## config.mk

```make
export PLATFORM = sky130hd
export DESIGN_NAME = instr_encode
export DESIGN_NICKNAME = d
export VERILOG_FILES = /design/src/rtl/instr_encode_pkg.sv /design/src/rtl/instr_pack.sv /design/src/rtl/instr_encode.sv
export SDC_FILE = /design/constraint.sdc
export NUM_CORES = 1
export LEC_CHECK = 0
export ABC_AREA = 1
export CORE_ASPECT_RATIO = 1.4
export CORE_MARGIN = 3
export CORE_UTILIZATION = 46
export CTS_CLUSTER_DIAMETER = 40
export CTS_CLUSTER_SIZE = 40
export DETAILED_ROUTE_END_ITERATION = 12
export PLACE_DENSITY = 0.86
export RECOVER_POWER = 50
export SKIP_LAST_GASP = 1
export SYNTH_ARGS = -nofsm -noshare
export SYNTH_HDL_FRONTEND = slang
export SYNTH_HIERARCHICAL = 1
export SYNTH_SLANG_ARGS = --single-unit
```

## constraint.sdc

```tcl
create_clock -name clk -period 3.8 [get_ports clk]
set_input_delay 0.38 -clock clk [delete_from_list [all_inputs] [get_ports clk]]
set_output_delay 0.38 -clock clk [all_outputs]
set_load 0.01 [all_outputs]
```

## src/rtl/instr_encode_pkg.sv

```systemverilog
// instr_encode_pkg: format codes, FSM states, instruction length and LEGv8 opcode constants
package instr_encode_pkg;
    localparam int INSTR_LEN = 32;
    localparam int CYCLE = 10;
    typedef enum logic [2:0] {
        FMT_R  = 3'd0,
        FMT_I  = 3'd1,
        FMT_D  = 3'd2,
        FMT_B  = 3'd3,
        FMT_CB = 3'd4
    } fmt_e;
    typedef enum logic {
        RUN  = 1'b0,
        FULL = 1'b1
    } state_e;
    localparam int RD_LSB = 0;
    localparam int RN_LSB = 5;
    localparam int SHAMT_LSB = 10;
    localparam int RM_LSB = 16;
    localparam int OP_LSB = 21;
    localparam logic [10:0] OP_LDUR = 11'b11111000010;
    localparam logic [10:0] OP_STUR = 11'b11111000000;
    localparam logic [10:0] OP_ADD  = 11'b10001011000;
    localparam logic [10:0] OP_ADDI = 11'b10010001000;
endpackage

```

## src/rtl/instr_pack.sv

```systemverilog
// instr_pack: combinational fmt+fields -> 32-bit word; ports fmt/opcode/rm_num/rn_num/rd_num/shamt/address/imm in, word/illegal out
module instr_pack
    import instr_encode_pkg::*;
(
    input  logic [2:0]           fmt,
    input  logic [10:0]          opcode,
    input  logic [4:0]           rm_num,
    input  logic [4:0]           rn_num,
    input  logic [4:0]           rd_num,
    input  logic [5:0]           shamt,
    input  logic [8:0]           address,
    input  logic [25:0]          imm,
    output logic [INSTR_LEN-1:0] word,
    output logic                 illegal
);
    always_comb begin
        word = '0;
        illegal = 1'b0;
        case (fmt)
            FMT_R:   word = {opcode, rm_num, shamt, rn_num, rd_num};
            FMT_I:   word = {opcode[10:1], imm[11:0], rn_num, rd_num};
            FMT_D:   word = {opcode, address, imm[1:0], rn_num, rd_num};
            FMT_B:   word = {opcode[10:5], imm};
            FMT_CB:  word = {opcode[10:3], imm[18:0], rd_num};
            default: illegal = 1'b1;
        endcase
    end
endmodule

```

## src/rtl/instr_encode.sv

```systemverilog
// instr_encode: registered packer streaming words with imem addresses; ports clk/rst_n/clear, in_valid/in_ready+fields, out_valid/out_ready/instruction/wr_addr, full/err_sticky
module instr_encode
    import instr_encode_pkg::*;
#(
    parameter int DEPTH = 64,
    parameter int ADDR_W = 6
) (
    input  logic                 clk,
    input  logic                 rst_n,
    input  logic                 clear,
    input  logic                 in_valid,
    output logic                 in_ready,
    input  logic [2:0]           fmt,
    input  logic [10:0]          opcode,
    input  logic [4:0]           rm_num,
    input  logic [4:0]           rn_num,
    input  logic [4:0]           rd_num,
    input  logic [5:0]           shamt,
    input  logic [8:0]           address,
    input  logic [25:0]          imm,
    output logic                 out_valid,
    input  logic                 out_ready,
    output logic [INSTR_LEN-1:0] instruction,
    output logic [ADDR_W-1:0]    wr_addr,
    output logic                 full,
    output logic                 err_sticky
);
    state_e state, state_d;
    logic [INSTR_LEN-1:0] word;
    logic illegal, accept, out_hs, last;
    instr_pack u_pack (
        .fmt(fmt), .opcode(opcode), .rm_num(rm_num), .rn_num(rn_num), .rd_num(rd_num),
        .shamt(shamt), .address(address), .imm(imm), .word(word), .illegal(illegal)
    );
    assign in_ready = !clear && state == RUN && (!out_valid || out_ready);
    assign accept = in_valid && in_ready;
    assign out_hs = out_valid && out_ready;
    assign last = wr_addr == ADDR_W'(DEPTH - 1);
    assign full = state == FULL;
    always_comb begin
        state_d = state;
        state_d = clear ? RUN : (state == RUN && out_hs && last) ? FULL : state;
    end
    always_ff @(posedge clk) begin
        if (!rst_n) begin
            state <= RUN;
            out_valid <= 1'b0;
            instruction <= '0;
            wr_addr <= '0;
            err_sticky <= 1'b0;
        end else begin
            state <= state_d;
            if (clear) begin
                out_valid <= 1'b0;
                wr_addr <= '0;
                err_sticky <= 1'b0;
            end else begin
                if (out_hs)
                    wr_addr <= last ? '0 : wr_addr + 1'b1;
                if (accept) begin
                    out_valid <= !illegal;
                    if (!illegal)
                        instruction <= word;
                    if (illegal)
                        err_sticky <= 1'b1;
                end else if (out_hs) begin
                    out_valid <= 1'b0;
                end
            end
        end
    end
endmodule

```

# Word level (Yosys, flattened, before mapping)
# Cells that the tools add are included.
[word_totals]
ff_bits = 41
latch_bits = 0
ram_bits = 0
romBits = 0
input_bits = 75
output_inout_bits = 42
word_cells = 34
mem_count = 0
[classes]
add_sub_neg = 1
mul = 0
n_div = 0
magnitude_cmp = 0
n_eq_ne = 5
n_shift = 0
muxes = 4
bitwise_logic = 4
n_reduce_logical = 15
[ops]
columns = ["cell", "count"]
rows = [
  ["$pmux W32 S5", 1],
  ["$add A6 B1 Y6 const B", 1],
  ["$eq A3 B2 Y1 const B", 2],
  ["$eq A6 B6 Y1 const B", 1],
  ["$logic_and A1 B1 Y1", 6],
  ["$mux W6", 1],
  ["$reduce_or A5 Y1", 1],
  ["$not A1 Y1", 4],
  ["$eq A3 B1 Y1 const B", 1],
  ["$eq A3 B3 Y1 const B", 1],
  ["$logic_not A3 Y1", 1],
  ["$reduce_and A3 Y1", 1],
  ["$logic_not A1 Y1", 2],
  ["$mux W1", 2],
  ["$reduce_and A2 Y1", 1],
  ["$reduce_bool A2 Y1", 1],
  ["$reduce_or A2 Y1", 1],
  ["$logic_or A1 B1 Y1", 1],
]

# Logic depth before layout (Yosys ltp)
# Gate-level depths: netlist (run 1).
[depth]
ltp_word = 5
mapped_depth = 11
ltp_nobuf = 9

# Hierarchy
# Netlist (run 1), hierarchy kept.
[by_module_without_submodules]
columns = ["mod", "n_inst", "cells_each", "area_each_um2", "seq_area_each_um2"]
rows = [
  ["instr_encode", 1, 266, 1734.2, 820.8],
  ["instr_pack", 1, 194, 877.1, 0.0],
]

# Worst setup path after synthesis (run 1)
# Ideal clock, no wire load.
[synth_path]
kind = "input-to-reg"
startpoint = "in fmt[0]"
endpoint = "reg instruction[14]"
setup_ns = 0.064
arrival_ns = 1.517
t_required_ns = 3.736
slack_ns = 2.219
path_stages = 10
path_buffers = 4
cell_sequence = "buf_6 nor2_1 buf_2 nor2_2 inv_1 nand4_1 buf_4 buf_2 nor2_1 nor2_1"
[synth_via]
elab_chain_cells = 3
elab_cells_between_ends = 8
classes_between = "eq/ne (4); mux (1); reduce/logical (3)"
[synth_rtl]
columns = ["element", "line", "rtl"]
rows = [
  ["start, declared", "instr_encode.sv:13", "input logic [2:0] fmt,"],
  ["$eq A3 B1 Y1 (tied with other cells)", "instr_pack.sv:19", "case (fmt)"],
  ["$reduce_or A5 Y1 (no line)", "-", ""],
  ["$reduce_and A3 Y1 (no line)", "-", ""],
  ["end signal, assigned", "instr_encode.sv:63", "instruction <= word;"],
  ["end, declared", "instr_encode.sv:23", "output logic [INSTR_LEN-1:0] instruction,"],
]
# Several ways; a longest one is shown, not always the timed one.
# A chain may end at the register's enable or synchronous reset.

# Worst setup path after layout (run 1)
[layout_path]
startpoint = "in fmt[1]"
endpoint = "reg instruction[4]"
# Same word-level chain as after synthesis.

==> flow_summary.toml, run 1 <==
[floorplanning]
die_x_um = 69.7
boundaryPins = 117
area_enclosed_by_the_die_boundary_um2 = 6630
core_um2 = 5310
floorplan.die.height_um = 95.1
starting_density = 0.491
std_cell_rows = 31

[critical_path]
crit_end = "instruction[4]"
worst_r2r_startpoint = "out_valid"
arrival_ns = 2.76
worst_setup_path_startpoint = "fmt[1]"
timing.critical_path.cells = "clkdlybuf4s50_1 > nor2_1 > buf_4 > nor2_2 > inv_1 > nand4_1 > buf_4 > nand2_1 > nand2_1 > nor2_1"
crit_slowest_cell = "sky130_fd_sc_hd__clkdlybuf4s50_1"
worst_r2r_endpoint = "instruction[4]"
r2r_slack_ns = 2.40
timing.critical_path.to_type = "flop"
worst-setup-path-type = "in2reg"
r2r_cells = 6
critPathMaxFanout = 65
start_kind = "input pin"
crit_path_max_incr_delay_ns = 0.80
cp_data_required_time_ns = 3.99

[finish]
antennaDiodeCount = 0
final_layout_size_suffix_gt1_frac = 0.0336
count_of_non_filler_cells_in_the_finished_layout = 632
syn2layout_area_growth_pct = 47.1
layout.filler_cells = 472
finalCoreUtilization = 0.723
nNetsFinal = 641

[timing]
fin_setup_tns_ns = 0
setup_viol_count_final = 0
worst_pin_slew_ns = 0.907
grt_setup_unrepaired = "no"
clock_skew_ns = 0.00334
slew_headroom = 0.393
setup_ws_ns = 1.23
finalHoldViolations = 0
final_max_tran_viols = 0
layout_worst_path_cycle_share = 0.676
layout_min_cycle_time_ns = 2.57
maxClockFrequency_mhz = 389

[synth]
register_bit_total_from_synthesis = 41
ys_seq_area_frac = 0.314
post_synth.cell_area_avg_um2 = 5.68
number_of_instances_in_the_synthesized_netlist = 460
ys.warnings.count = 6
mappedNetlistArea_um2 = 2610
syn-num-nets = 536
ys_types = 22

[clock_network]
tritoncts = "built"
hold_buffers = 0
tritoncts_num_sinks = 41
ctsLongestPathBuffers = 2
insertion_delay_ns = 0.28
ctsHtreeMaxLevel = 2
post_cts.resized_instances = 0
clock-root-buffer = "sky130_fd_sc_hd__clkbuf_8"
cts_setup_buffers = 0
clk_pin_slew_worst_paths_ns = 0.08
cts_made_buffers = 5

[route]
final_wirelength_mm = 8.13
post_drt_wl_per_cell_um = 12.9
count_of_antenna_violating_nets_left_after_detailed_routing = 0
drt_first_pass_iters = 6
drt_drc_violations_left = 0
drt_first_iter_violations = 178
detail_route.vias_per_cell = 4.96
vias = 3135

[hold_path]
min_path_type = "reg2reg"

[placed_design]
dp_hpwl_mm = 6.38
preCtsSetupSlack_ns = 0.962
gp_congestion = 0.902
placement.io_buffers = 116
numPlacedInstances = 624

[run_status]
status = "finished, final reports clean"

[global_routing]
first_global_vias = 2937
antenna_found_initial = 0
grt-ovfl-total = 0
grt_first_pass_wirelength_mm = 13.6
track_usage = 0.252
pin_count_of_the_biggest_net_entering_global_routing = 66

[power]
post-layout-total-power_mw = 1.11
power.leakage_nw = 2.05
power.ir.vdd_worst_mv = 0.179
powerDensity_nw_per_um2 = 288

[job]
max_cap_viol = 0
[cell type report]
class / count / area, µm² / share of cell area
clock inverter: 2 / 37.5 / 0.00977
sequential: 41 / 821 / 0.214
clock buffer: 6 / 82.6 / 0.0215
inverter: 67 / 255 / 0.0664
timing repair buffer: 120 / 1190 / 0.310
multi-input combinational: 330 / 1370 / 0.357
tap: 66 / 82.6 / 0.0215
[power by group]
| group | internal, mW | switching, mW | total, mW | leakage, nW |
|---|---|---|---|---|
| registers | 0.451 | 0.0108 | 0.462 | 0.335 |
| logic | 0.139 | 0.139 | 0.278 | 1.66 |
| clock network | 0.214 | 0.154 | 0.368 | 0.0574 |
| total | 0.804 | 0.304 | 1.11 | 2.05 |
[worst min-delay path by stage]
stage                     from    endpoint  slack (ns)  depth (start not counted)
detailed placement  err_sticky  err_sticky        0.45                          2
global route              full        full        0.49                          2
finish              err_sticky  err_sticky        0.46                          2
global placement    err_sticky  err_sticky        0.44                          2
CTS                 err_sticky  err_sticky        0.46                          2
floorplan           err_sticky  err_sticky        0.47                          2
[critical path: cells and delay by family]
kind	cells	cell delay, ns
buffers and inverters	4	1.61
and+or+nand+nor	6	0.75
[synth_stat cells (all sizes together)]
cell | number | area, µm²
nand2 | 162 | 608
a21oi | 7 | 35.0
nand4 | 18 | 113
nor3 | 1 | 5.00
o211ai | 2 | 15.0
ha | 1 | 12.5
o21ai | 2 | 10.0
clkinv | 1 | 5.00
buf | 21 | 159
nand3 | 38 | 195
dfxtp | 41 | 821
or2 | 1 | 6.26
nor2 | 97 | 367
clkbuf | 1 | 3.75
and2 | 1 | 6.26
inv | 66 | 250
[logic make-up after synthesis]
kind of cell | synth area share
compound gates | 0.0230
fa+ha+maj | 0.00479
buf+inv | 0.160
flops | 0.314
simple gates | 0.498
[flip-flops by register name, indices dropped and copies added (netlist names)]
signal	flops
err_sticky	1
full	1
wr_addr	6
instruction	32
out_valid	1
[cells in the final DEF (no fill, tap or decap), drive strengths merged]
cell type      instances
o21ai                  2
dfxtp                 41
nand4                 18
and2                   1
nand3                 38
ha                     1
bufinv                 1
o211ai                 2
nor3                   1
clkbuf                 6
clkdlybuf4s50         75
inv                   66
buf                    4
clkinvlp               1
clkinv                 1
or2                    1
a21oi                  7
nor2                  97
dlygate4sd3           41
nand2                162
[stage by stage]
| step | area [µm²] | hold slack [ns] |
|---|---|---|
| floorplan | 2610 | 0.474 |
| global placement | 3720 | 0.440 |
| detailed placement | 3720 | 0.452 |
| CTS | 3840 | 0.464 |
| global route | 3840 | 0.494 |
| finish | 3840 | 0.458 |
[metal layers]
metal / global-route usage / vias to the layer above / share of wire
li1: - / 1599 / -
met3: 0.0359 / 12 / 0.077
met5: 0 / - / 0
met4: 0.0927 / 0 / 0.018
met1: 0.321 / 1379 / 0.41
met2: 0.434 / 145 / 0.49
(Power assumes the default switching activity.)
==> run 2: changes to the inputs <==
CORE_UTILIZATION = 42   (was 46)
PLACE_DENSITY = 0.8   (was 0.86)
clock period = 2.62 ns   (was 3.8 ns; I/O delays follow)
==> run 2 against run 1 <==
Compared with the run above:
- flip-flop and latch count stayed put
- cell count increased by 1.4%
- setup slack lost 0.54 ns
- clock power increased by 33%
- utilization down 7.1 points
- die area rose by 8.8%
- critical endpoint is now instruction[7]
- largest power group unchanged
- highest routed layer unchanged
==> flow_summary.toml, run 2 (synthesized netlist as in run 1, its figures left out) <==
[run_status]
status = "finished, final reports clean"

[finish]
finalInstanceArea_um2 = 3880
seq_area_um2 = 821
final_layout_size_suffix_gt1_frac = 0.0420
largest_registers_in_the_final_layout = "instruction (32), wr_addr (6)"
count_of_non_filler_cells_in_the_finished_layout = 641
mostFrequentLayoutCells = "sky130_fd_sc_hd__nand2_1 (162), sky130_fd_sc_hd__nor2_1 (96), sky130_fd_sc_hd__clkdlybuf4s50_1 (80), sky130_fd_sc_hd__inv_1 (63), sky130_fd_sc_hd__dfxtp_1 (41)"
layout_commonest_cell = "sky130_fd_sc_hd__nand2_1"
max_ffs_per_register = 32
multiInputGateArea_um2 = 1370
finalCoreUtilization = 0.652
syn2layout_area_growth_pct = 48.4
antennaDiodeCount = 0
regMostFlops = "instruction"
layout.filler_cells = 576
nNetsFinal = 647

[timing]
setup_ws_ns = 0.691
final_max_tran_viols = 0
clock_skew_ns = 0.00731
setup_viol_count_final = 0
fin_setup_tns_ns = 0
finalHoldViolations = 0
grt_setup_unrepaired = "no"
layout_worst_path_cycle_share = 0.736
timing.hold.ws_ns = 0.450
maxClockFrequency_mhz = 518
slew_headroom = 0.634
worst_pin_slew_ns = 0.547
layout_min_cycle_time_ns = 1.93

[clock_network]
hold_buffers = 0
clk_pin_slew_worst_paths_ns = 0.08
cts_setup_buffers = 0
clock-root-buffer = "sky130_fd_sc_hd__clkbuf_8"
tritoncts = "built"
tritoncts_num_sinks = 41
ctsHtreeMaxLevel = 2
post_cts.resized_instances = 0
ctsLongestPathBuffers = 2
cts_made_buffers = 5
insertion_delay_ns = 0.29

[hold_path]
min_path_type = "reg2reg"

[critical_path]
start_kind = "input pin"
crit_slowest_cell = "sky130_fd_sc_hd__clkdlybuf4s50_1"
most_frequent_cell_on_critical_path = "sky130_fd_sc_hd__nor2_1"
worst-setup-path-type = "in2reg"
timing.critical_path.to_type = "flop"
timing.critical_path.cells = "clkdlybuf4s50_1 > inv_2 > nand2_1 > nor2_1 > buf_4 > nand2_1 > o211ai_1 > nor2_1 > nor2_1"
critPathMaxFanout = 15
crit_path_max_incr_delay_ns = 0.69
arrival_ns = 2.16
cp_data_required_time_ns = 2.85

[floorplanning]
starting_density = 0.439
boundaryPins = 117
std_cell_rows = 33
die_x_um = 72.6
core_um2 = 5950
floorplan.die.height_um = 99.3
area_enclosed_by_the_die_boundary_um2 = 7210

[power]
post-layout-total-power_mw = 1.57
power.ir.vdd_worst_mv = 0.233
powerDensity_nw_per_um2 = 404
power.leakage_nw = 2.06

[route]
drt_first_iter_violations = 188
route.top_layer_used = "met4"
count_of_antenna_violating_nets_left_after_detailed_routing = 0
routed-wl-met2_mm = 4.00
drt_first_pass_iters = 4
drt_drc_violations_left = 0
final_wirelength_mm = 8.16
detail_route.vias_per_cell = 4.80
post_drt_wl_per_cell_um = 12.7
dr_wl_met3_um = 674
vias = 3076
drt-met1-wl_mm = 3.37

[global_routing]
first_global_vias = 2892
grt-ovfl-total = 0
pin_count_of_the_biggest_net_entering_global_routing = 34
track_usage = 0.231
grt_first_pass_wirelength_mm = 13.4
antenna_found_initial = 0

[placed_design]
placedInstanceArea_um2 = 3770
preCtsSetupSlack_ns = 0.393
dp_hpwl_mm = 6.44
gp_congestion = 0.932
numPlacedInstances = 634
placement.io_buffers = 116

[job]
max_cap_viol = 0
-- run 2: critical path: cells and delay by family --
family          cells  cell delay, ns
simple gates        5            0.63
compound gates      1            0.08
buf+inv             3            1.17
-- run 2: path summary, 6_finish.rpt --
check                           startpoint             end  slack (ns)  cells past startpoint
worst max-delay path                fmt[1]  instruction[7]        0.69                      9
worst min-delay path            err_sticky      err_sticky        0.45                      2
worst max register to register  wr_addr[0]      wr_addr[0]        1.40                      6
worst min register to register  err_sticky      err_sticky        0.45                      2
-- run 2: layout make-up --
class	instances	share of cell area
clock inverter	2	0.00904
tap	70	0.0226
timing repair buffer	126	0.319
inverter	67	0.0658
multi-input combinational	330	0.354
sequential	41	0.212
clock buffer	5	0.0178
-- run 2: metal layers --
metal / global-route usage / up-vias
li1: - / 1609
met1: 0.297 / 1315
met2: 0.382 / 142
met3: 0.0475 / 10
met4: 0.0753 / 0
met5: 0 / -
-- run 2: power breakdown --
| group | internal [mW] | switching, mW |
|---|---|---|
| registers | 0.655 | 0.0167 |
| logic | 0.207 | 0.200 |
| clock network | 0.277 | 0.211 |
| total | 1.14 | 0.428 |
==> variant 1 (flow settings as in run 2) <==
`ADDR_W`: 6 -> 8.
--- a/src/rtl/instr_encode.sv
+++ b/src/rtl/instr_encode.sv
@@ -3,7 +3,7 @@
     import instr_encode_pkg::*;
 #(
     parameter int DEPTH = 64,
-    parameter int ADDR_W = 6
+    parameter int ADDR_W = 8
 ) (
     input  logic                 clk,
     input  logic                 rst_n,
Interface: changed (resized wr_addr); port bits go from 117 to 119. The function was not compared with the original's and may differ.
==> variant 1 against run 2 <==
- die area is 3.3% higher
- synthesized area grew 3.5%
- setup slack improved by 0.051 ns
- sequential cell count grew 2
- design area rose by 3.7%
- largest power group unchanged
- routed wire length increased by 5.3%
- critical endpoint is now in_ready
- non-clock buffer count increased by 1
- total power increased by 9.2%
==> variant 1: results (changes against run 2) <==
fillers 590 (+2.4%); first-pass GRT wire length 14.2 mm (+5.8%); Synth Instances 473 (+2.8%); Num CTS Buffers 5 (unchanged); leakage power 2.09 nW (+1.5%); Tightest Pin Transition 0.412 ns (-0.135 ns); via count 3,162 (+2.8%); Post-CTS Setup Inserts 0 (unchanged); top cells by area, synth dfxtp_1, nand2_1, nor2_1, inv_1, nand3_1; worst-path fanout max 3 (-12); peak supply drop 255 uV (+9.7%); top post-synthesis cells by count nand2_1, nor2_1, inv_1, dfxtp_1, nand3_1; DR WL/cell 13.1 um (+2.6%); Final nets 661 (+2.2%); drt initial violations 195 (+3.7%); sequential fraction of the synthesis area 0.318 (+0.00404); PortBufs 118 (+1.7%); syn_nets 549 (+2.4%); final wirelength 8.60 mm (+5.3%); dpl cells 650 (+2.5%); largest net degree at the start of global routing 66 (+94%); share of cells above drive strength 1 0.0358 (-0.00620); Clock Pin Slew Worst Setup and Hold Paths 0.08 ns (about the same); largest registers instruction (32), wr_addr (8); Final GP Congestion 1.03 (+11%); drt first pass iters 5 (+1); gr usage total 0.239 (+0.00836); placed wire-length estimate 6.83 mm (+6.1%); CTS resizes 0 (unchanged); CP Launch Point out_ready; Netlist cell types 21 (-4.5%); critical path arrival 1.62 ns (-0.54 ns); initial antenna violation count 0 (unchanged); clock skew 0.00391 ns (-0.00339 ns); status complete, no violations; vias in the first global route 3,032 (+4.8%)
-- variant 1: per-stage QoR --
| stage | setup WS (ns) | cell area [um^2] |
|---|---|---|
| global placement | 0.623 | 3890 |
| detailed placement | 0.611 | 3890 |
| CTS | 0.808 | 4020 |
| global route | 0.670 | 4020 |
| finish | 0.742 | 4020 |
| floorplan | 1.16 | 2700 |
-- variant 1: worst paths after layout --
path | slack, ns | cells after the start | end
max | 0.74 | 5 | in_ready
max reg2reg | 1.41 | 6 | wr_addr[3]$_SDFFE_PP0P_
min reg2reg | 0.45 | 2 | err_sticky$_SDFFE_PP0P_
min | 0.45 | 2 | err_sticky$_SDFFE_PP0P_
-- variant 1: per-layer routing --
layer,part of all wire,GRT usage,vias to the layer above,wire length [um]
met5,0,0,-,0
met4,0.028,0.0809,0,243
met3,0.076,0.0409,13,657
met2,0.48,0.403,147,4170
met1,0.41,0.303,1351,3530
li1,-,-,1651,-
-- variant 1: cells by family (layout without fill, tap and decap cells) --
kind of cell,Yosys count,in the layout,synth area share
flops,43,43,0.318
fa+ha+maj,1,1,0.00463
simple gates,327,327,0.492
buf+inv,89,202,0.155
compound gates,11,11,0.0231
xor+xnor,2,2,0.00648
-- variant 1: critical path: stages --
cell and delay (ns):
dlygate4sd3_1 0.55, inv_1 0.04, nand2_1 0.08, and2_1 0.15
clkdlybuf4s50_1 0.53
-- variant 1: area by class of cell --
cell class | instances | area, um^2 | area share
inverters | 67 | 255 | 0.0635
repair buffers | 127 | 1260 | 0.313
flip-flops and latches | 43 | 861 | 0.214
multi-input cells | 341 | 1420 | 0.354
well taps | 72 | 90.1 | 0.0224
clock inverters | 2 | 60.1 | 0.0149
clock buffers | 6 | 72.6 | 0.0181
-- variant 1: report_power, final --
part / internal (mW) / switching [mW] / leakage, nW
Combinational: 0.207 / 0.203 / 1.68
Clock: 0.381 / 0.217 / 0.0654
Sequential: 0.685 / 0.0171 / 0.351
Total: 1.27 / 0.438 / 2.09
==> variant 2 (settings of run 2) <==
Without the edit above. Make the reset (`rst_n`) asynchronous in one clocked block.
--- a/src/rtl/instr_encode.sv
+++ b/src/rtl/instr_encode.sv
@@ -41,7 +41,7 @@
         state_d = state;
         state_d = clear ? RUN : (state == RUN && out_hs && last) ? FULL : state;
     end
-    always_ff @(posedge clk) begin
+    always_ff @(posedge clk or negedge rst_n) begin
         if (!rst_n) begin
             state <= RUN;
             out_valid <= 1'b0;
Function: differs if rst_n is asserted again (counterexample within 4 cycles, from zero or initial values and one cycle with rst_n low); with rst_n held inactive, the same outputs for 10 cycles.
==> variant 2 against run 2 <==
- the flow now finishes with violations (capacitance limit, slew limit)
- total power increased by 20%
- setup slack lost 0.15 ns
- sequential power rose by 15%
- synthesized area grew 3.9%
- worst hold slack better by 0.031 ns
- design area increased by 2.4%
- routed wire length shrank 5.5%
- count of clock-buffer cells in the layout stayed put
- final cell count shrank 9.8%
- maximum frequency decreased by 7.1%
- sequential cell count unchanged
- largest power group unchanged
==> variant 2: results (changes against run 2) <==
syn_nets 469 (-13%); first-pass GRT wire length 13.1 mm (-2.1%); CP max stage cell dlygate4sd3_1; Seq. pwr 0.772 mW (+15%); ys flop type dfrtp_1; Switching Share 0.292 (+0.0188); status finished, violations left; Final nets 582 (-10%); CP max stage delay 0.62 ns (-0.07 ns); worst hold start instruction[9]$_DFFE_PN0P_; gr usage total 0.223 (-0.00840); leakage power 1.97 nW (-4.5%); DR WL/cell 13.3 um (+4.8%); Worst Hold Path EP instruction[9]$_DFFE_PN0P_; Synth async-reset ratio 1.00 (+1.00); reg-to-reg endpoint instruction[22]$_DFFE_PN0P_; clock skew 0.00540 ns (-0.00191 ns); critical path arrival 1.82 ns (-0.34 ns); Netlist cell types 24 (+9.1%); fillers 583 (+1.2%); failing checks capacitance limit, slew limit; peak supply drop 301 uV (+29%); DR WL met2 3.59 mm (-10%); Gate power share 0.330 (+0.070); drt initial violations 153 (-19%); switching power total 0.547 mW (+28%); top cells by area, synth dfrtp_1, nand2_1, inv_1, o21ai_2, nand3_1; share of cells above drive strength 1 0.0909 (+0.0489); wire length on met1 3.14 mm (-6.8%); met2 Usage GRT 0.360 (-0.0218); final wirelength 7.72 mm (-5.5%); Final GP Congestion 0.900 (-3.4%); reg2reg setup slack 1.35 ns (-0.05 ns); RR Startpoint out_valid$_DFFE_PN0P_; placed wire-length estimate 6.31 mm (-2.0%); Synth Area per Inst 6.91 um^2 (+22%); Final Slew Violations 42 (+42); worst-case reg-to-reg path depth 5 (-1); final hold slack 0.481 ns (+0.0306 ns); top post-synthesis cells by count nand2_1, inv_1, dfrtp_1, nand3_1, nor2_1; max_cap viols 1 (+1); DR WL met3 655 um (-2.8%)
==> variant 2: cell types whose count changed after synthesis, moves of 3 or more <==
cell / before / now
nor2_1: 96 / 31
dfrtp_1: 0 / 41
dfxtp_1: 41 / 0
nand2_1: 162 / 131
o21ai_2: 0 / 23
o21ai_1: 0 / 9
buf_2: 10 / 5
buf_6: 7 / 11
buf_4: 4 / 1
nand3_1: 37 / 40
==> variant 2: area by class of cell <==
| cell class | count | area [um^2] | share of cell area |
|---|---|---|---|
| clock buffers | 5 | 68.8 | 0.0173 |
| clock inverters | 2 | 35.0 | 0.00882 |
| inverters | 66 | 251 | 0.0633 |
| multi-input cells | 268 | 1280 | 0.323 |
| flip-flops and latches | 41 | 1030 | 0.258 |
| well taps | 72 | 90.1 | 0.0227 |
| repair buffers | 124 | 1210 | 0.306 |
==> variant 2: per-stage QoR <==
step                      setup slack (ns)  instance area, um^2  utilization
after global placement               0.563                 3870        0.618
final                                0.543                 3970        0.635
after global routing                 0.308                 3970        0.635
after CTS                            0.724                 3970        0.635
after floorplan                       1.20                 2710            -
after detailed placement             0.549                 3870        0.618
==> variant 2: worst max-delay path by stage <==
stage | start | endpoint | slack [ns]
final | clear | in_ready | 0.54
after global routing | rst_n | instruction[14]$_DFFE_PN0P_ | 0.31
after CTS | clear | in_ready | 0.72
after detailed placement | fmt[2] | instruction[22]$_DFFE_PN0P_ | 0.55
after global placement | fmt[0] | instruction[0]$_DFFE_PN0P_ | 0.56
after floorplan | fmt[0] | instruction[10]$_DFFE_PN0P_ | 1.20
==> variant 2: logic make-up after synthesis <==
| group | after synthesis | share of synthesized area |
|---|---|---|
| compound gates | 43 | 0.113 |
| fa+ha+maj | 1 | 0.00461 |
| buf+inv | 84 | 0.152 |
| flops | 41 | 0.378 |
| simple gates | 224 | 0.352 |
